<file path="config.mk">
export PLATFORM = sky130hd
export DESIGN_NAME = vga_frame_monitor
export DESIGN_NICKNAME = d
export VERILOG_FILES = /design/src/rtl/vga_frame_monitor.sv
export SDC_FILE = /design/constraint.sdc
export NUM_CORES = 1
export LEC_CHECK = 0
export ABC_AREA = 1
export ABC_CLOCK_PERIOD_IN_PS = 3180
export CORE_ASPECT_RATIO = 0.8
export CORE_MARGIN = 5
export CORE_UTILIZATION = 39
export DETAILED_ROUTE_END_ITERATION = 8
export GPL_ROUTABILITY_DRIVEN = 0
export GPL_TIMING_DRIVEN = 0
export SYNTH_ARGS = -nofsm -noshare
export SYNTH_HDL_FRONTEND = slang
export SYNTH_SLANG_ARGS = --single-unit
</file>
<file path="constraint.sdc">
create_clock -name clock -period 3.18 [get_ports clock]
set_input_delay 0.636 -clock clock [delete_from_list [all_inputs] [get_ports clock]]
set_output_delay 0.636 -clock clock [all_outputs]
set_load 0.02 [all_outputs]
</file>
<file path="src/rtl/vga_frame_monitor.sv">
// vga_frame_monitor: sink-side VGA geometry, lock and checksum checker.
// Define VGA_MON_CHECKSUM_EN to build the per-frame colour checksum.
module vga_frame_monitor #(
  parameter int EXP_H_TOTAL  = 800,
  parameter int EXP_H_ACTIVE = 640,
  parameter int EXP_V_TOTAL  = 525,
  parameter int EXP_V_ACTIVE = 480,
  parameter int TIMEOUT      = 4095
) (
  input  logic        clock,
  input  logic        reset_n,
  input  logic        pixel_en,
  input  logic        hsync,
  input  logic        vsync,
  input  logic        blanking,
  input  logic [7:0]  colores,
  output logic [10:0] h_total,
  output logic [10:0] h_active,
  output logic [9:0]  v_total,
  output logic [9:0]  v_active,
  output logic [15:0] frame_sum,
  output logic        frame_done,
  output logic        locked,
  output logic        timing_err
);

  typedef enum logic [1:0] {
    SEARCH,
    MEASURE,
    LOCKED
  } state_t;

  localparam logic [10:0] HMAX = 11'd2047;
  localparam logic [9:0]  VMAX = 10'd1023;
  localparam logic [10:0] EHT  = 11'(EXP_H_TOTAL);
  localparam logic [10:0] EHA  = 11'(EXP_H_ACTIVE);
  localparam logic [9:0]  EVT  = 10'(EXP_V_TOTAL);
  localparam logic [9:0]  EVA  = 10'(EXP_V_ACTIVE);
  localparam logic [31:0] TLIM = 32'(TIMEOUT - 1);

  logic        s_hsync;
  logic        s_vsync;
  logic        s_blank;
  logic        s_en;
  logic        p_hsync;
  logic        p_vsync;
  logic [10:0] hcnt;
  logic [10:0] hact;
  logic [9:0]  vcnt;
  logic [9:0]  vact;
  logic        line_act;
  state_t      state;
  state_t      state_n;
  logic [1:0]  mcnt;
  logic [1:0]  mcnt_n;
  logic        done_n;
  logic        err_n;
  logic        hedge;
  logic        vedge;
  logic        active;
  logic        timeout;
  logic        bad_line;
  logic        match;
  logic [10:0] h_total_n;
  logic [10:0] h_active_n;
  logic [9:0]  v_active_n;

  // input sampling stage, every clock
  always_ff @(posedge clock or negedge reset_n) begin
    if (!reset_n) begin
      s_hsync <= 1'b0;
      s_vsync <= 1'b0;
      s_blank <= 1'b0;
      s_en    <= 1'b0;
    end else begin
      s_hsync <= hsync;
      s_vsync <= vsync;
      s_blank <= blanking;
      s_en    <= pixel_en;
    end
  end

  assign hedge    = s_en & p_hsync & ~s_hsync;
  assign vedge    = s_en & p_vsync & ~s_vsync;
  assign active   = ~s_blank;
  assign timeout  = s_en & ~hedge & (hcnt != HMAX)
                  & ({21'd0, hcnt} == TLIM);
  assign bad_line = hedge & (hcnt != EHT);

  // values that a frame close at this tick would latch
  assign h_total_n  = hedge ? hcnt : h_total;
  assign h_active_n = hedge ? hact : h_active;
  assign v_active_n = vact + {9'd0, hedge & line_act};
  assign match = (h_total_n == EHT) & (h_active_n == EHA)
               & (vcnt == EVT) & (v_active_n == EVA);

  // line and frame geometry counters
  always_ff @(posedge clock or negedge reset_n) begin
    if (!reset_n) begin
      p_hsync  <= 1'b1;
      p_vsync  <= 1'b1;
      hcnt     <= '0;
      hact     <= '0;
      vcnt     <= '0;
      vact     <= '0;
      line_act <= 1'b0;
      h_total  <= '0;
      h_active <= '0;
      v_total  <= '0;
      v_active <= '0;
    end else if (s_en) begin
      p_hsync <= s_hsync;
      p_vsync <= s_vsync;
      if (hedge) begin
        h_total  <= hcnt;
        h_active <= hact;
        hcnt     <= 11'd1;
        hact     <= {10'd0, active};
        line_act <= active;
        if (vcnt != VMAX) vcnt <= vcnt + 10'd1;
        if (line_act && vact != VMAX) vact <= vact + 10'd1;
      end else begin
        if (hcnt != HMAX) hcnt <= hcnt + 11'd1;
        if (active && hact != HMAX) hact <= hact + 11'd1;
        if (active) line_act <= 1'b1;
      end
      if (vedge) begin
        v_total  <= vcnt;
        v_active <= v_active_n;
        vcnt     <= {9'd0, hedge};
        vact     <= '0;
      end
    end
  end

`ifdef VGA_MON_CHECKSUM_EN
  logic [7:0]  s_col;
  logic [15:0] sum;

  // per-frame colour checksum, modulo 2^16
  always_ff @(posedge clock or negedge reset_n) begin
    if (!reset_n) begin
      s_col     <= '0;
      sum       <= '0;
      frame_sum <= '0;
    end else begin
      s_col <= colores;
      if (s_en && vedge) begin
        frame_sum <= sum;
        sum       <= active ? {8'd0, s_col} : 16'd0;
      end else if (s_en && active) begin
        sum <= sum + {8'd0, s_col};
      end
    end
  end
`else
  logic unused_col;
  assign unused_col = ^colores;
  assign frame_sum  = 16'd0;
`endif

  // lock FSM state and registered pulses
  always_ff @(posedge clock or negedge reset_n) begin
    if (!reset_n) begin
      state      <= SEARCH;
      mcnt       <= '0;
      frame_done <= 1'b0;
      timing_err <= 1'b0;
    end else begin
      state      <= state_n;
      mcnt       <= mcnt_n;
      frame_done <= done_n;
      timing_err <= err_n;
    end
  end

  // lock FSM next state
  always_comb begin
    state_n = state;
    mcnt_n  = mcnt;
    if (timeout) begin
      state_n = SEARCH;
      mcnt_n  = 2'd0;
    end else begin
      unique case (state)
        SEARCH: begin
          if (vedge) begin
            state_n = MEASURE;
            mcnt_n  = 2'd0;
          end
        end
        MEASURE: begin
          if (vedge && match) begin
            mcnt_n = mcnt + 2'd1;
            if (mcnt == 2'd1) state_n = LOCKED;
          end else if (vedge) begin
            mcnt_n = 2'd0;
          end
        end
        LOCKED: begin
          if (bad_line || (vedge && !match)) begin
            state_n = MEASURE;
            mcnt_n  = 2'd0;
          end
        end
        default: begin
          state_n = SEARCH;
          mcnt_n  = 2'd0;
        end
      endcase
    end
  end

  // lock FSM outputs
  always_comb begin
    locked = (state == LOCKED);
    done_n = vedge & ~timeout & (state != SEARCH);
    err_n  = timeout
           | ((state == MEASURE) & vedge & ~match)
           | ((state == LOCKED) & (bad_line | (vedge & ~match)));
  end

endmodule

</file>
==> results of run 1 <==
==> state kept, by name, summed over array words and instances (netlist names), 2 cells and up <==
name and cells:
hact 11, v_total 10, hcnt 11, h_total 11, state 2, v_active 10, mcnt 2, vact 10
h_active 11, vcnt 10
==> cells by family (layout without fill, tap and decap cells) <==
logic type	count (synthesis)	count (layout)	synth area share, %
AND/OR/NAND/NOR	297	297	25.5
XOR/XNOR	6	6	1.07
other	1	16	0.0760
flip-flops	97	97	49.3
adder cells (fa/ha/maj)	9	9	2.28
AO/OA/AOI/OAI	91	91	9.94
buffers and inverters	132	199	11.9
==> stage by stage <==
stage	cell area, um2	setup WS [ns]	instances	power (uW)	util [%]
after floorplan	4990	0.893	648	2030	-
after global placement	5700	-2.22	869	2360	46.4
after detailed placement	5730	0.364	870	2380	46.6
after CTS	6050	0.357	886	3570	49.2
after global routing	6050	0.115	886	3730	49.2
final	6050	0.382	886	3530	49.2
==> worst max-delay path, cell delays in order, from the launching register on <==
cell     delay, ns
dfrtp_1       0.40
buf_4         0.21
nand3_4       0.16
nor2_1        0.23
ha_1          0.24
ha_1          0.24
nand3_1       0.16
nand2_1       0.09
nand2_1       0.05
inv_1         0.10
nand2_1       0.06
nor2_1        0.09
nand2_1       0.06
nor2_1        0.09
nand3_1       0.12
nand2_2       0.13
nand3_1       0.10
nand3_1       0.10
nand2_1       0.05
==> metal layers <==
metal / up-vias / global-route usage, %
met5: - / 0
met4: 0 / 4.10
met2: 101 / 26.0
met3: 19 / 4.50
met1: 2008 / 21.9
li1: 2126 / -
==> cell usage in the layout, fill, tap and decap left out, types with 3 or more instances in the layout <==
master / n
clkbuf_1: 11
nor3_1: 10
nand2_1: 172
o21a_1: 5
a31oi_1: 4
conb_1: 16
inv_1: 96
buf_4: 18
nor4_1: 4
o21ai_0: 43
xor2_1: 5
nand3_1: 34
nand4_1: 15
dfrtp_1: 95
nand2_2: 3
ha_1: 9
buf_2: 4
clkbuf_16: 9
buf_6: 3
nor2_1: 53
clkdlybuf4s50_1: 49
o21ai_1: 8
a21oi_1: 24
==> where the power goes <==
group          leakage, uW  switching, uW  internal [uW]
combinational      0.00150            498            326
clock             0.000153            484            694
sequential         0.00126            124           1400
==> final cells by class <==
type | instances | share of cell area, %
Multi-Input combinational cell | 419 | 32.6
Clock inverter | 6 | 1.49
Inverter | 98 | 6.08
Buffer | 34 | 3.62
Clock buffer | 10 | 3.79
Sequential cell | 97 | 40.2
Tap cell | 171 | 3.54
Timing Repair Buffer | 51 | 8.69
==> final timing paths <==
path	from	to	cells after the start
max	s_en	state[0]	18
min	reset_n	h_active[4]	1
max reg2reg	s_en	state[0]	18
min reg2reg	v_active[5]	v_active[5]	2
max in group asynchronous	reset_n	p_vsync	2
min in group clock	v_active[5]	v_active[5]	2
==> impl_metrics.yaml, run 1 <==
floorplanning:
  floorplan.core_area_mm2: 0.0123
  pin_count: 75
  placementRows: 36
  die_w_um: 136
  floorplan.die_area_mm2: 0.0150
  start_util_pct: 40.1
  fp.dieH_um: 111
timing:
  final-hold-violation-count: 0
  min_period_ns: 2.80
  max_freq_mhz: 357
  final-max-slew-violation-count: 0
  fin_skew_ns: 0.00447
  whs_ns: 0.289
  finalCritPeriodShare_pct: 88.0
  timing.setup.tns_ns: 0
  tightestPinTransition_ns: 0.883
  worst_slew_margin_rel_pct: 40.3
  grt_setup_unrepaired: "false"
  setup_viol_count_final: 0
synthesis:
  dominantRegCellSynth: "dfrtp_1"
  synth_area_leader_cell: "dfrtp_1"
  synth.yosys.warnings: 0
  seq_total_area_yosys_pct: 49.3
  post_synth_main_area_contributors: "dfrtp_1 (48%), nand2_1 (13%), inv_1 (7.3%)"
  yosys-top-cells-count: "nand2_1 (172), inv_1 (96), dfrtp_1 (95)"
  synthesis.instances: 633
  syn-mean-instance-area_um2: 7.79
  synth_largest_type_area_fraction_pct: 48.2
  count_leader_synth: "nand2_1"
  synth_area_mm2: 0.00493
  netlist-cell-type-count: 35
  postSynth.asyncResetShare_pct: 100
  synth-seq-cells: 97
  synth_edf_count: 0
worst_setup_path:
  timing.critical_path.arrival_ns: 3.04
  setup.worst_path.class: "reg2reg"
  worst_path_max_fanout: 10
  required_ns: 3.42
  startpoint_types: "flop"
  worst-r2r-setup-slack_ns: 0.38
  end_kind: "flop"
layout:
  multiInputGateArea_mm2: 0.00197
  area_growth_syn_to_layout_pct: 22.6
  fillers: 1200
  num_antenna_cells: 0
  seqCellArea_mm2: 0.00243
  layout-drive-gt1-share_pct: 7.27
  num-nets-final: 733
clocking:
  postCtsHoldBufs: 0
  clock_tree.root_cell: "clkbuf_16"
  clock_insertion_delay_worst_skew_ns: 0.35
  cts_tree: "done"
  count_of_cells_resized_by_post_cts_repair: 0
  clock-sinks: 97
  cts-root-to-sink-buffers: 2
  clkTransAtPathRegs_ns: 0.07
  postCtsSetupBuffers: 0
  cts.htree.levels: 3
  cts_inserted_buffers: 9
place:
  io_buffer_count: 50
  detailedPlacementHpwl_um: 8760
drt:
  vias_per_cell: 4.80
  detailed_router_s_first_iteration_violation_count: 212
  met2_length_um: 5440
  totalWireLength_um: 11800
  final_antenna_net_count: 0
  drc: 0
  route.vias.total: 4254
  routedWlPerCell_um: 13.3
  dr.pass1.iters: 5
  top_layer: "met4"
  wl_met3_um: 612
  wl_met1_um: 5590
hold_path:
  type_of_the_tightest_min_delay_check: "in2async"
power_and_ir_drop:
  p_leak_uw: 0.00291
  p_per_area_mw_per_mm2: 583
  worst_voltage_drop_across_the_vdd_grid_mv: 0.321
global_route:
  global_route.usage.total_pct: 16.3
  number_of_global_route_vias_before_repair: 4119
  grt-ovfl-total: 0
  antenna_found_initial: 0
  grt_pass1_wl_um: 19800
  maximum_number_of_pins_on_one_net_before_global_route_repair: 53
flow_run:
  max_cap_violations: 0
run_status:
  outcome: "completed"
Note: power is estimated with default switching activity, not from simulation.
==> inputs of run 2 (changes only) <==
Settings changed: CORE_UTILIZATION 39 to 33.
==> run 2 against run 1 <==
Compared with the run above: wire length is 0.24% higher; final cell count up 2.0%; first-iteration DRC count increased by 25%; combinational power grew 0.6%; clock skew grew 0.0051 ns; total power decreased by 3.5%; critical path depth fell by 3; die area grew 17%; sequential power hardly changed; setup slack improved by 0.0041 ns; critical path type unchanged; highest routed layer unchanged; non-clock buffer count unchanged.
==> impl_metrics.yaml, run 2 (same netlist as run 1, synthesis figures left out) <==
run_status:
  outcome: "completed"
drt:
  detailed_router_s_first_iteration_violation_count: 266
  vias_per_cell: 4.58
  routedWlPerCell_um: 13.1
  top_layer: "met4"
  wl_met1_um: 5990
  route.vias.total: 4143
  wl_met3_um: 597
  met2_length_um: 5150
  totalWireLength_um: 11900
  final_antenna_net_count: 0
  dr.pass1.iters: 5
  drc: 0
global_route:
  grt_pass1_wl_um: 19900
  grt-ovfl-total: 0
  number_of_global_route_vias_before_repair: 3929
  antenna_found_initial: 0
  maximum_number_of_pins_on_one_net_before_global_route_repair: 53
  global_route.usage.total_pct: 13.9
layout:
  stdcell_count: 904
  num_antenna_cells: 0
  layout_commonest_cell: "nand2_1"
  layout-drive-gt1-share_pct: 7.41
  num-nets-final: 733
  area_growth_syn_to_layout_pct: 22.4
  mostFrequentLayoutCells: "nand2_1 (172), inv_1 (96), dfrtp_1 (95), nor2_1 (52), clkdlybuf4s50_1 (49)"
floorplanning:
  pin_count: 75
  fp.dieH_um: 119
  die_w_um: 147
  floorplan.core_area_mm2: 0.0149
  start_util_pct: 33.2
  floorplan.die_area_mm2: 0.0175
  placementRows: 40
timing:
  min_period_ns: 2.79
  setup_viol_count_final: 0
  worst_slew_margin_rel_pct: 45.4
  final-hold-violation-count: 0
  grt_setup_unrepaired: "false"
  max_freq_mhz: 358
  fin_skew_ns: 0.00957
  tightestPinTransition_ns: 0.808
  finalCritPeriodShare_pct: 87.8
  final-max-slew-violation-count: 0
  worst_slack_ns: 0.387
clocking:
  cts.htree.levels: 3
  clock_tree.root_cell: "clkbuf_16"
  clock-sinks: 97
  cts_tree: "done"
  cts_inserted_buffers: 9
  cts-root-to-sink-buffers: 2
  clkTransAtPathRegs_ns: 0.07
  clock_insertion_delay_worst_skew_ns: 0.34
power_and_ir_drop:
  worst_voltage_drop_across_the_vdd_grid_mv: 0.333
  p_per_area_mw_per_mm2: 564
  p_leak_uw: 0.00289
hold_path:
  type_of_the_tightest_min_delay_check: "in2async"
worst_setup_path:
  worst_path_max_fanout: 10
  timing.critical_path.arrival_ns: 3.03
  required_ns: 3.42
  r2r_cells: 15
  end_kind: "flop"
  startpoint_types: "flop"
  setup.worst_path.class: "reg2reg"
place:
  io_buffer_count: 50
  pre_cts_ws_ns: 0.285
  dpl.cell_count: 888
  detailedPlacementHpwl_um: 8810
flow_run:
  max_cap_violations: 0
==> run 2: metrics by stage <==
stage	utilization (%)	hold WS [ns]	setup TNS, ns	total power (uW)	cell area, um2
CTS	40.6	0.361	0	3440	6030
finish	40.6	0.327	0	3400	6040
global placement	38.5	0.466	-216.82	2370	5730
detailed placement	38.7	0.471	0	2380	5750
global route	40.6	0.395	0	3600	6040
floorplan	-	0.340	0	2030	4990
==> run 2: final cells by class <==
cell class                 instances  area, um2
clock buffer                      12        256
clock inverter                     4       27.5
inverter                          98        368
multi-input combinational        419       1970
timing repair buffer              51        526
tap                              189        236
sequential                        97       2430
fill                            1556       8830
buffer                            34        219
==> run 2: report_power, final <==
part           switching (uW)  internal, uW  total, uW
clock network             474           573       1050
registers                 125          1400       1530
logic                     503           327        830
==> run 2: final timing paths <==
kind | to | slack, ns | from
worst max-delay path | state[0] | 0.39 | p_hsync
worst min-delay path | h_active[3] | 0.33 | reset_n
worst max register to register | state[0] | 0.39 | p_hsync
worst min register to register | v_total[1] | 0.48 | v_total[1]
max in group asynchronous | p_vsync | 2.14 | reset_n
min in group clock | v_total[1] | 0.48 | v_total[1]
==> run 2: repair_timing <==
action,in CTS,in global routing
hold buffers,0,0
resized for setup,0,1
endpoints found under the setup margin,0,2
buffers inserted,0,0
==> run 2: worst max-delay path, cell delays in order (launching register included) <==
cell	delay, ns
dfstp_2	0.60
nand3_4	0.17
nor2_2	0.22
ha_1	0.25
ha_1	0.24
nand3_1	0.15
inv_1	0.12
nand4_1	0.12
nand2_1	0.10
nand3_1	0.10
nor2_1	0.11
nand3_1	0.13
nand2_2	0.13
nand3_1	0.11
nand3_1	0.11
nand2_1	0.05
==> run 2: metal layers <==
| metal | vias to the layer above | track usage (%) |
|---|---|---|
| met2 | 94 | 20.7 |
| met5 | - | 0 |
| met3 | 8 | 3.31 |
| met1 | 1913 | 20.4 |
| li1 | 2128 | - |
| met4 | 0 | 3.17 |
==> inputs of run 3 (changes only) <==
Settings changed: REMOVE_ABC_BUFFERS set to 1.
==> run 3 against run 2 <==
Compared with the run above: global-route usage down 0.81 points; setup slack better by 0.0094 ns; sequential share of layout area up 1.2 points; clock power about the same; worst hold slack worse by 0.10 ns; final cell count fell by 3.3%; die area unchanged; register-to-register slack about the same; total power barely moved; combinational power decreased by 5.1%; critical endpoint unchanged; highest routed layer unchanged.
==> impl_metrics.yaml, run 3 (same netlist as run 1, synthesis figures left out) <==
run_status:
  outcome: "completed"
layout:
  mostFrequentLayoutCells: "nand2_1 (171), inv_1 (96), dfrtp_1 (94), nor2_1 (52), clkdlybuf4s50_1 (49)"
  seqCellArea_mm2: 0.00243
  num-nets-final: 703
  area_growth_syn_to_layout_pct: 19.0
  num_antenna_cells: 0
  layout-drive-gt1-share_pct: 4.96
  multiInputGateArea_mm2: 0.00200
  fillers: 1550
  layout_commonest_cell: "nand2_1"
timing:
  timing.setup.tns_ns: 0
  finalCritPeriodShare_pct: 87.5
  worst_slew_margin_rel_pct: 41.4
  tightestPinTransition_ns: 0.867
  grt_setup_unrepaired: "false"
  fin_skew_ns: 0.00946
  final-max-slew-violation-count: 0
  final-hold-violation-count: 0
  setup_viol_count_final: 0
  max_freq_mhz: 359
  min_period_ns: 2.78
global_route:
  number_of_global_route_vias_before_repair: 3733
  grt-ovfl-total: 0
  grt_pass1_wl_um: 18800
  global_route.usage.total_pct: 13.1
  antenna_found_initial: 0
  maximum_number_of_pins_on_one_net_before_global_route_repair: 70
place:
  io_buffer_count: 50
  detailedPlacementHpwl_um: 7600
clocking:
  clock-sinks: 97
  cts_tree: "done"
  clkTransAtPathRegs_ns: 0.07
  cts.htree.levels: 3
  cts_inserted_buffers: 9
  clock_insertion_delay_worst_skew_ns: 0.34
  cts-root-to-sink-buffers: 2
  clock_tree.root_cell: "clkbuf_16"
power_and_ir_drop:
  p_per_area_mw_per_mm2: 580
  p_int_uw: 2320
  p_total_uw: 3410
  clock_power_share_pct: 31.8
  worst_voltage_drop_across_the_vdd_grid_mv: 0.266
  power_frac_seq_pct: 45.1
  sw_frac_of_total_pct: 31.9
  p_leak_uw: 0.00277
  netSwitchingPower_uw: 1090
  pwr-share-comb_pct: 23.1
floorplanning:
  die_w_um: 147
  start_util_pct: 33.2
  pin_count: 75
  floorplan.core_area_mm2: 0.0149
  floorplan.die_area_mm2: 0.0175
  fp.dieH_um: 119
  placementRows: 40
drt:
  detailed_router_s_first_iteration_violation_count: 259
  routedWlPerCell_um: 12.8
  route.vias.total: 4027
  drc: 0
  totalWireLength_um: 11200
  vias_per_cell: 4.61
  final_antenna_net_count: 0
  dr.pass1.iters: 4
hold_path:
  type_of_the_tightest_min_delay_check: "in2async"
worst_setup_path:
  timing.critical_path.arrival_ns: 3.02
  worst_path_max_fanout: 52
  required_ns: 3.41
  end_kind: "flop"
  setup.worst_path.class: "reg2reg"
  worst-r2r-setup-slack_ns: 0.40
  startpoint_types: "flop"
flow_run:
  max_cap_violations: 0
[run 3: changes by cell type in the layout (fill, tap and decap cells not counted), sizes merged]
cell      previous run  this run
clkbuf              22        11
bufinv               0         1
clkinvlp             3         0
nand3               35        37
clkinv               2         5
buf                 26         4
[run 3: layout make-up]
type	count	area share (%)
Clock buffer	11	3.97
Sequential cell	97	41.4
Multi-Input combinational cell	421	34.1
Clock inverter	5	0.981
Timing Repair Buffer	53	9.21
Tap cell	189	4.03
Inverter	98	6.27
[run 3: repair_timing]
item / 4_1_cts / 5_1_grt
hold buffers: 0 / 0
pin swaps: 1 / 1
gates resized for setup: 1 / 2
setup buffers: 0 / 2
gates cloned: 1 / 1
endpoints found under the setup margin: 5 / 5
[run 3: final timing paths]
check	startpoint	to	cells past startpoint
setup reg to reg	s_en	state[0]	8
hold / removal	reset_n	h_active[4]	1
setup / recovery	s_en	state[0]	8
min in group clock	v_total[2]	v_total[2]	2
hold reg to reg	v_total[2]	v_total[2]	2
max in group asynchronous	reset_n	p_vsync	2
[run 3: layer usage]
layer,part of all wire (%),vias up,track usage (%)
met2,43,62,19.2
met4,0.87,0,2.94
met5,0,-,0
li1,-,2083,-
met1,52,1870,19.3
met3,4.4,12,3.39
[run 3: power groups by stage]
stage	clock network (uW)	logic (uW)	registers (uW)
detailed placement	0	788	1560
CTS	1110	795	1540
finish	1080	788	1530
global route	1170	893	1560
floorplan	0	368	1640
global placement	0	783	1550
[run 3: critical path, cell delays in order (launching register included)]
cell and delay (ns):
dfrtp_2 0.53, inv_1 0.11, nor2_1 0.06, nand2_2 0.63, clkinv_1 0.75, nand2_2 0.31
nand3_1 0.11, nand3_1 0.10, nand2_1 0.05
[run 3: stage by stage]
| stage | utilization [%] | setup WS [ns] | std cells | instance area, um2 | hold slack (ns) |
|---|---|---|---|---|---|
| 6_report | 39.5 | 0.396 | 874 | 5870 | 0.227 |
| 5_1_grt | 39.5 | 0.0749 | 874 | 5870 | 0.253 |
| 4_1_cts | 39.3 | 0.126 | 871 | 5840 | 0.232 |
| 3_5_place_dp | 37.2 | -0.144 | 854 | 5530 | 0.472 |
| 3_3_place_gp | 37.0 | -2.37 | 853 | 5510 | 0.469 |
| 2_1_floorplan | - | 0.597 | 614 | 4770 | 0.340 |
==> variant, RTL diff (settings of run 3) <==
Re-encode `state_t` (3 states) as one-hot, 3 bits wide.
--- a/src/rtl/vga_frame_monitor.sv
+++ b/src/rtl/vga_frame_monitor.sv
@@ -24,10 +24,10 @@
   output logic        timing_err
 );
 
-  typedef enum logic [1:0] {
-    SEARCH,
-    MEASURE,
-    LOCKED
+  typedef enum logic [2:0] {
+    SEARCH  = 3'b001,
+    MEASURE = 3'b010,
+    LOCKED  = 3'b100
   } state_t;
 
   localparam logic [10:0] HMAX = 11'd2047;
Behaviour: no difference found for any inputs over 4 cycles, from zero or initial values and one cycle with reset_n low; so few cycles prove little.
==> variant against run 3 <==
Sequential cell count increased by 1; global-route usage up 1.3 points; power up 5.1%; synthesized area up 4.1%; cell area grew 4.3%; die area increased by 3.8%; routed wire length grew 13%; worst setup slack lost 0.13 ns.
==> variant: results (changes against run 3) <==
[layout]
num-nets-final=751  ; +6.8%
n_multi_input_combinational_cell=483  ; +15%
fillerInstances=1586  ; +2.3%
final_layout_size_suffix_gt1_share_pct=5.19  ; +0.23 points
seq-cell-share_pct=40.2  ; -1.2 points
flops_and_latches=98  ; +1.0%
total_area_of_multi_input_combinational_cells_um2=2230  ; +11%

[critical_path]
worstReg2RegEnd=state[1]
slowest_cell_delay_on_critical_path_ns=0.73  ; -0.02 ns
worstPathMaxFanout=15  ; -71%
r2r_setup_slack_ns=0.27  ; -0.13 ns
rr_startpoint=p_hsync

[clock_tree]
post_cts_resize_count=4  ; +3

[route]
wl_met1_mm=6.65  ; +15%
drt_pre_antenna_iters=5  ; +1
post_drt_via_cell_ratio=4.62  ; +0.22%
wl_met2_mm=5.40  ; +12%

[placed_design]
place_inst=924  ; +8.2%

[logic_synthesis]
ys_top_cells_by_count=223 x nand2_1, 95 x dfrtp_1, 82 x inv_1
avgSynthCellArea_um2=7.49  ; -3.8%
netlist-cell-type-count=33  ; -5.7%
synth.area.top_cells=dfrtp_1 46%, nand2_1 16%, inv_1 6.0%, o21ai_0 5.0%, nor2_1 4.4%

[timing]
timing.final.crit_share_pct=91.5  ; +4.0 points
finClkSkew_ns=0.00757  ; -0.00188 ns
final.hold.worst_slack_ns=0.246  ; +0.0198 ns

[power]
leakagePower_nw=2.90  ; +4.4%
power.share.switching_pct=33.0  ; +1.0 points
p_comb_uw=851  ; +8.0%

[global_route]
grt_start_max_net_pins=68  ; -2.9%
first_global_vias=4060  ; +8.8%
gr-usage-met3_pct=2.86  ; -0.52 points

[run_status]
status=finished, final reports clean

-- variant: cell count changes in the layout (fill, tap and decap cells not counted), moves of 3 or more --
cell / delta
inv_1: -14
nand2_1: +51
xor2_1: -5
nand4_1: +5
o211ai_1: +3
o21a_1: -3
a21oi_1: +6
o21ai_1: -6
nor2_1: +8
o21ai_0: +8
-- variant: logic make-up after synthesis --
kind of cell | after synthesis | share of synthesized area, %
and+or+nand+nor | 359 | 29.2
DFF | 98 | 47.8
other | 1 | 0.0730
AOI/OAI and AO/OA | 97 | 10.1
adders and majority gates | 9 | 2.19
buffers and inverters | 121 | 10.6
-- variant: metrics by stage --
step / power (mW) / cell area (µm²)
4_1_cts: 3.62 / 6110
3_3_place_gp: 2.46 / 5720
3_5_place_dp: 2.47 / 5770
2_1_floorplan: 2.10 / 4960
5_1_grt: 3.79 / 6120
6_report: 3.58 / 6120
